--- src/rtl/maquina_necesidad_param_pkg.sv ---
// Shared definitions for the pet food-need state machine: state codes, state width
// and the test-mode stepping order. Also used by the display/7-seg formatter.
package maquina_necesidad_param_pkg;

  localparam int ESTADO_W = 3;

  localparam logic [2:0] ESTADO_IDLE       = 3'b000;
  localparam logic [2:0] ESTADO_HAMBRE     = 3'b001;
  localparam logic [2:0] ESTADO_DESNUTRIDO = 3'b010;
  localparam logic [2:0] ESTADO_COMIENDO   = 3'b011;

  // Test-mode walk: IDLE -> HAMBRE -> DESNUTRIDO -> COMIENDO -> IDLE; invalid codes recover to IDLE.
  function automatic logic [ESTADO_W-1:0] siguiente_test(input logic [ESTADO_W-1:0] e);
    logic [ESTADO_W-1:0] s;
    case (e)
      ESTADO_IDLE:       s = ESTADO_HAMBRE;
      ESTADO_HAMBRE:     s = ESTADO_DESNUTRIDO;
      ESTADO_DESNUTRIDO: s = ESTADO_COMIENDO;
      ESTADO_COMIENDO:   s = ESTADO_IDLE;
      default:           s = ESTADO_IDLE;
    endcase
    return s;
  endfunction

endpackage

--- src/rtl/maquina_necesidad_param_detector_flanco.sv ---
// 1-bit registered rising-edge detector. The pulse is registered, so it appears
// on the cycle after the edge is sampled. During reset the previous-value register
// tracks the input, so an edge arriving together with reset is absorbed and does
// not reappear as a pulse afterwards.
module detector_flanco (
  input  logic clk,
  input  logic reset,
  input  logic d_i,
  output logic pulso_o
);

  logic prev_q;
  logic pulso_q;

  // Track previous input and register the rising-edge pulse.
  always_ff @(posedge clk) begin
    if (reset) begin
      prev_q  <= d_i;
      pulso_q <= 1'b0;
    end else begin
      prev_q  <= d_i;
      pulso_q <= d_i & ~prev_q;
    end
  end

  assign pulso_o = pulso_q;

endmodule

--- src/rtl/maquina_necesidad_param.sv ---
// Pet food-need state machine. Owns the need level: it decays on a tick timer while
// not eating and refills on a faster timer while eating. State and level drive the
// display formatter and the button-enable logic of the pet top level.
// Optional build macro MAQUINA_TEST_MODE_EN adds a test stepper: while senal_mtest
// is high, level and timers freeze, the feed button is ignored and each rising edge
// of senal_test advances the state by one and bumps paso_test.
module maquina_necesidad_param
  import maquina_necesidad_param_pkg::*;
#(
  parameter int LEVEL_W       = 3,
  parameter int LEVEL_MAX     = 7,
  parameter int TH_HAMBRE     = 4,
  parameter int TH_DESNUTRIDO = 1,
  parameter int DECAY_TICKS   = 50_000_000,
  parameter int FEED_TICKS    = 25_000_000,
  parameter int TICK_W        = 26
) (
  input  logic               clk,
  input  logic               reset,
  input  logic               boton_comida,
  input  logic               senal_mtest,
  input  logic               senal_test,
  output logic [LEVEL_W-1:0] nivel,
  output logic [ESTADO_W-1:0] estado,
  output logic               activo_comida,
  output logic               evento_cambio,
  output logic [1:0]         paso_test
);

  // Thresholds narrowed to the level width so every compare is LEVEL_W unsigned.
  localparam logic [LEVEL_W-1:0] NIVEL_MAX_L  = LEVEL_W'(LEVEL_MAX);
  localparam logic [LEVEL_W-1:0] TH_HAMBRE_L  = LEVEL_W'(TH_HAMBRE);
  localparam logic [LEVEL_W-1:0] TH_DESNUT_L  = LEVEL_W'(TH_DESNUTRIDO);
  localparam logic [LEVEL_W-1:0] NIVEL_CERO_L = {LEVEL_W{1'b0}};
  localparam logic [LEVEL_W-1:0] NIVEL_UNO_L  = LEVEL_W'(1);
  localparam logic [TICK_W-1:0]  CNT_CERO_L   = {TICK_W{1'b0}};
  localparam logic [TICK_W-1:0]  CNT_UNO_L    = TICK_W'(1);
  localparam logic [TICK_W-1:0]  DECAY_FIN_L  = TICK_W'(DECAY_TICKS - 1);
  localparam logic [TICK_W-1:0]  FEED_FIN_L   = TICK_W'(FEED_TICKS - 1);

  logic [ESTADO_W-1:0] estado_q, estado_d;
  logic [LEVEL_W-1:0]  nivel_q, nivel_d;
  logic [TICK_W-1:0]   decay_cnt_q, decay_cnt_d;
  logic [TICK_W-1:0]   feed_cnt_q, feed_cnt_d;
  logic                activo_q;
  logic                evento_q;
  logic [1:0]          paso_q;

  logic modo_test_s;
  logic paso_test_s;

`ifdef MAQUINA_TEST_MODE_EN
  logic pulso_test_s;

  detector_flanco u_detector_flanco (
    .clk     (clk),
    .reset   (reset),
    .d_i     (senal_test),
    .pulso_o (pulso_test_s)
  );

  assign modo_test_s = senal_mtest;
  assign paso_test_s = senal_mtest & pulso_test_s;
`else
  logic unused_test_s;

  assign unused_test_s = senal_mtest ^ senal_test;
  assign modo_test_s   = 1'b0;
  assign paso_test_s   = 1'b0;
`endif

  // Next-state selection on the registered level and current inputs.
  always_comb begin
    estado_d = estado_q;
    if (modo_test_s) begin
      if (paso_test_s) begin
        estado_d = siguiente_test(estado_q);
      end else if (estado_q > ESTADO_COMIENDO) begin
        estado_d = ESTADO_IDLE;
      end else begin
        estado_d = estado_q;
      end
    end else begin
      case (estado_q)
        ESTADO_IDLE: begin
          if (nivel_q < TH_HAMBRE_L) estado_d = ESTADO_HAMBRE;
          else                       estado_d = ESTADO_IDLE;
        end
        ESTADO_HAMBRE: begin
          // Starvation outranks feeding.
          if (nivel_q < TH_DESNUT_L)       estado_d = ESTADO_DESNUTRIDO;
          else if (boton_comida)           estado_d = ESTADO_COMIENDO;
          else if (nivel_q >= TH_HAMBRE_L) estado_d = ESTADO_IDLE;
          else                             estado_d = ESTADO_HAMBRE;
        end
        ESTADO_DESNUTRIDO: begin
          if (boton_comida) estado_d = ESTADO_COMIENDO;
          else              estado_d = ESTADO_DESNUTRIDO;
        end
        ESTADO_COMIENDO: begin
          // A full pet stops eating even with the button held.
          if (nivel_q == NIVEL_MAX_L)      estado_d = ESTADO_IDLE;
          else if (boton_comida)           estado_d = ESTADO_COMIENDO;
          else if (nivel_q >= TH_HAMBRE_L) estado_d = ESTADO_IDLE;
          else if (nivel_q >= TH_DESNUT_L) estado_d = ESTADO_HAMBRE;
          else                             estado_d = ESTADO_DESNUTRIDO;
        end
        default: estado_d = ESTADO_IDLE;
      endcase
    end
  end

  // Decay / refill timers and the saturating level update, driven by the current state.
  always_comb begin
    nivel_d     = nivel_q;
    decay_cnt_d = decay_cnt_q;
    feed_cnt_d  = feed_cnt_q;
    if (modo_test_s) begin
      nivel_d     = nivel_q;
      decay_cnt_d = decay_cnt_q;
      feed_cnt_d  = feed_cnt_q;
    end else if (estado_q == ESTADO_COMIENDO) begin
      decay_cnt_d = CNT_CERO_L;
      if (feed_cnt_q == FEED_FIN_L) begin
        feed_cnt_d = CNT_CERO_L;
        if (nivel_q < NIVEL_MAX_L) nivel_d = nivel_q + NIVEL_UNO_L;
        else                       nivel_d = nivel_q;
      end else begin
        feed_cnt_d = feed_cnt_q + CNT_UNO_L;
      end
    end else begin
      // Any non-eating state decays; leaving COMIENDO clears the refill timer.
      feed_cnt_d = CNT_CERO_L;
      if (decay_cnt_q == DECAY_FIN_L) begin
        decay_cnt_d = CNT_CERO_L;
        if (nivel_q != NIVEL_CERO_L) nivel_d = nivel_q - NIVEL_UNO_L;
        else                         nivel_d = nivel_q;
      end else begin
        decay_cnt_d = decay_cnt_q + CNT_UNO_L;
      end
    end
  end

  // State, level, timers and all outputs registered together; reset aborts any refill.
  always_ff @(posedge clk) begin
    if (reset) begin
      estado_q    <= ESTADO_IDLE;
      nivel_q     <= NIVEL_MAX_L;
      decay_cnt_q <= CNT_CERO_L;
      feed_cnt_q  <= CNT_CERO_L;
      activo_q    <= 1'b1;
      evento_q    <= 1'b0;
      paso_q      <= 2'd0;
    end else begin
      estado_q    <= estado_d;
      nivel_q     <= nivel_d;
      decay_cnt_q <= decay_cnt_d;
      feed_cnt_q  <= feed_cnt_d;
      activo_q    <= (estado_d != ESTADO_COMIENDO);
      evento_q    <= (estado_d != estado_q);
      if (paso_test_s) paso_q <= paso_q + 2'd1;
      else             paso_q <= paso_q;
    end
  end

  assign nivel         = nivel_q;
  assign estado        = estado_q;
  assign activo_comida = activo_q;
  assign evento_cambio = evento_q;
  assign paso_test     = paso_q;

endmodule

--- config.mk ---
export PLATFORM = sky130hd
export DESIGN_NAME = maquina_necesidad_param
export DESIGN_NICKNAME = d
export VERILOG_FILES = /design/src/rtl/maquina_necesidad_param_pkg.sv /design/src/rtl/maquina_necesidad_param_detector_flanco.sv /design/src/rtl/maquina_necesidad_param.sv
export SDC_FILE = /design/constraint.sdc
export NUM_CORES = 1
export LEC_CHECK = 0
export ABC_AREA = 1
export CAP_MARGIN = 20
export CORE_MARGIN = 3
export CORE_UTILIZATION = 50
export CTS_CLUSTER_SIZE = 20
export DETAILED_ROUTE_END_ITERATION = 6
export GPL_ROUTABILITY_DRIVEN = 0
export PLACE_DENSITY_LB_ADDON = 0.05
export SETUP_SLACK_MARGIN = 0.4
export SYNTH_ARGS = -nofsm -noshare
export SYNTH_HDL_FRONTEND = slang
export SYNTH_SLANG_ARGS = --single-unit
--- constraint.sdc ---
create_clock -name clk -period 1.8 [get_ports clk]
set_input_delay 0.27 -clock clk [delete_from_list [all_inputs] [get_ports clk]]
set_output_delay 0.27 -clock clk [all_outputs]
set_load 0.02 [all_outputs]
==> metrics.cfg <==
[clock_network]
cts_made_buffers=9
clk_latency_ns=0.34
clkSlewWorstSetupHoldPaths_ns=0.06
cts.sinks=59
cts_buffer_depth=2
cts_root_buf=clkbuf_8
htree_levels=3
tritoncts=built

[synthesis]
synth_area_per_cell_um2=6.76
yosys-top-cells-area=dfxtp_1, nand2_1, nor2_1
synth.most_common_cell=nand2_1
synth_edf_count=0
synth_cell_types=33
netlist_instances=490
synth_flop_cell=dfxtp_1
synthArstFlopShare=0
yosysTopAreaCellShare=0.356
synth_top_cell_by_area=dfxtp_1
synth-seq-cells=59
syn-cell-area_mm2=0.00331
ys_warn_count=0
yosys-top-cells-count=nand2_1, nor2_1, dfxtp_1, inv_1, nand3_1
ys_seq_area_frac=0.356

[finish]
syn_to_final_growth_pct=37.9
drive_gt1_frac=0.388
stdcell_count=623
regArea_mm2=0.00125
diodes=0
multi_input_area_mm2=0.00235
n_fill_cell=488
finalNetCount=554

[grt]
antenna_found_initial=0
track_usage=0.225
grt_busiest_layer=met2
met2_usage=0.355
use_met1=0.300
grt_pass1_vias=2983
grt_max_degree=14
grt_first_pass_wirelength_um=13400
overflow=0
grt_use_met3=0.0407

[hold_path]
hold_end=feed_cnt_q[0]
hold_path_depth=1
hold_class=reg2reg
hp-start=feed_cnt_q[0]

[placed_design]
portBuffers=9
dp_cells=574
hpwl_um=5270
dp_slack_ns=0.240

[die]
die-area_mm2=0.00764
fp.dieW_um=87.4
core_mm2=0.00639
die_y_um=87.4
rows=29
start_util=0.519
io_pins=15

[sta]
worst_slack_ns=0.282
tns_ns=0
finalCritPeriodShare=0.843
fmax_mhz=659
rsz0062_at_grt=yes
skew_ns=0.00794
maxSlewViolCount=0
hold_violations=0
setup_violations=0
period_needed_ns=1.52

[worst_setup_path]
required_ns=2.07
path_cells=ha_4 > nand2_4 > nor2_4 > buf_6 > nand2_8 > buf_4 > inv_4 > nand2_2 > or2_1 > a21oi_1
start_kind=flip-flop
critPathMaxStageDelay_ns=0.35
r2r_start=feed_cnt_q[1]
crit_type=reg2reg
cp_num_buf_inv=3
startpoint=feed_cnt_q[1]
reg2regPathDepth=10
r2r_end=feed_cnt_q[24]
arrival_ns=1.79
slowest_stage=dfxtp_2
rrSetupSlack_ns=0.28
path_delay_family=simple AND/OR/NAND/NOR gates
crit_fanout=3
end_kind=flip-flop

[route]
drcViolationCount=0
first_pass_iters=5
ant_nets=0
vias_per_cell=5.46
routed_wl_um=8770
vias=3404
wire_per_inst_um=14.1
drt_iter0_markers=205

[run_status]
outcome=finished, final reports clean

[power]
power_mw=2.60
p_leak_nw=1.71
ir_worst_vdd_uv=463
power_density_mw_per_mm2=570

[job]
drv_cap=0

-- cell usage in the layout (no fill, tap or decap), types with 3 or more instances in the layout --
cell type,instances
o21ai_0,5
or2_0,3
buf_4,24
nand2_2,13
dfxtp_1,21
dfxtp_4,8
nor3b_2,5
nand2_1,108
xor2_1,9
nand3_4,8
nand3b_1,4
ha_1,4
dfxtp_2,30
inv_1,44
clkbuf_8,11
xnor2_1,6
a21oi_2,14
nor2_4,16
a21oi_1,14
nor3_2,8
nand3_2,3
nor3_4,5
conb_1,3
dlygate4sd2_1,5
nor2_2,18
buf_6,5
nor2_1,51
nand4_1,11
nand3_1,29
nor3_1,5
inv_2,15
nand2_4,9
inv_4,3
-- kinds of logic after synthesis --
kind of cell,count (synthesis),share of synthesized area
xor gates and xnor gates,16,0.0423
AOI/OAI and AO/OA,38,0.0589
other,1,0.00113
buffers and inverters,69,0.0876
DFF,59,0.356
and+or+nand+nor,300,0.427
adders and majority gates,7,0.0264
-- per-layer routing --
layer	wire length, um	vias to the layer above
met5	0	-
met4	155	0
met3	423	14
met2	4090	84
met1	4100	1629
li1	-	1677
-- report_power, final --
part / leakage (nW) / switching, mW / internal (mW) / total [mW]
combinational: 1.12 / 0.0493 / 0.0288 / 0.0782
clock: 0.0995 / 0.510 / 0.706 / 1.22
sequential: 0.495 / 0.00741 / 1.30 / 1.31
-- layout make-up --
cell class | count | area share
clock inverter | 2 | 0.00766
clock buffer | 13 | 0.0348
timing repair buffer | 43 | 0.0964
tap | 77 | 0.0211
sequential | 59 | 0.273
multi-input combinational | 367 | 0.514
inverter | 62 | 0.0526
-- worst max-delay path by stage --
stage / end / slack, ns / depth (start not counted)
floorplan: nivel[2] / 0.39 / 10
global placement: decay_cnt_q[22] / 0.25 / 8
detailed placement: decay_cnt_q[22] / 0.24 / 8
CTS: feed_cnt_q[2] / 0.30 / 5
global route: feed_cnt_q[24] / 0.20 / 10
finish: feed_cnt_q[24] / 0.28 / 10
-- state kept, by name (all words and copies together), names as in the netlist --
register	count
estado	2
feed_cnt_q	26
activo_comida	1
decay_cnt_q	26
nivel	3
evento_cambio	1
-- repair_timing --
action | in CTS | in global routing
endpoints found under the setup margin | 62 | 60
cloned | 4 | 2
buffers inserted | 15 | 13
gates resized for setup | 52 | 126
hold buffers | 0 | 0
pin swaps | 13 | 28
-- stage by stage --
| step | utilization | area [um2] | hold WS [ns] |
|---|---|---|---|
| after global placement | 0.553 | 3530 | 0.448 |
| after global routing | 0.716 | 4570 | 0.445 |
| after CTS | 0.635 | 4060 | 0.436 |
| final | 0.716 | 4570 | 0.435 |
| after floorplan | - | 3370 | 0.342 |
| after detailed placement | 0.553 | 3530 | 0.453 |
Note: power is estimated with default switching activity, not from simulation.
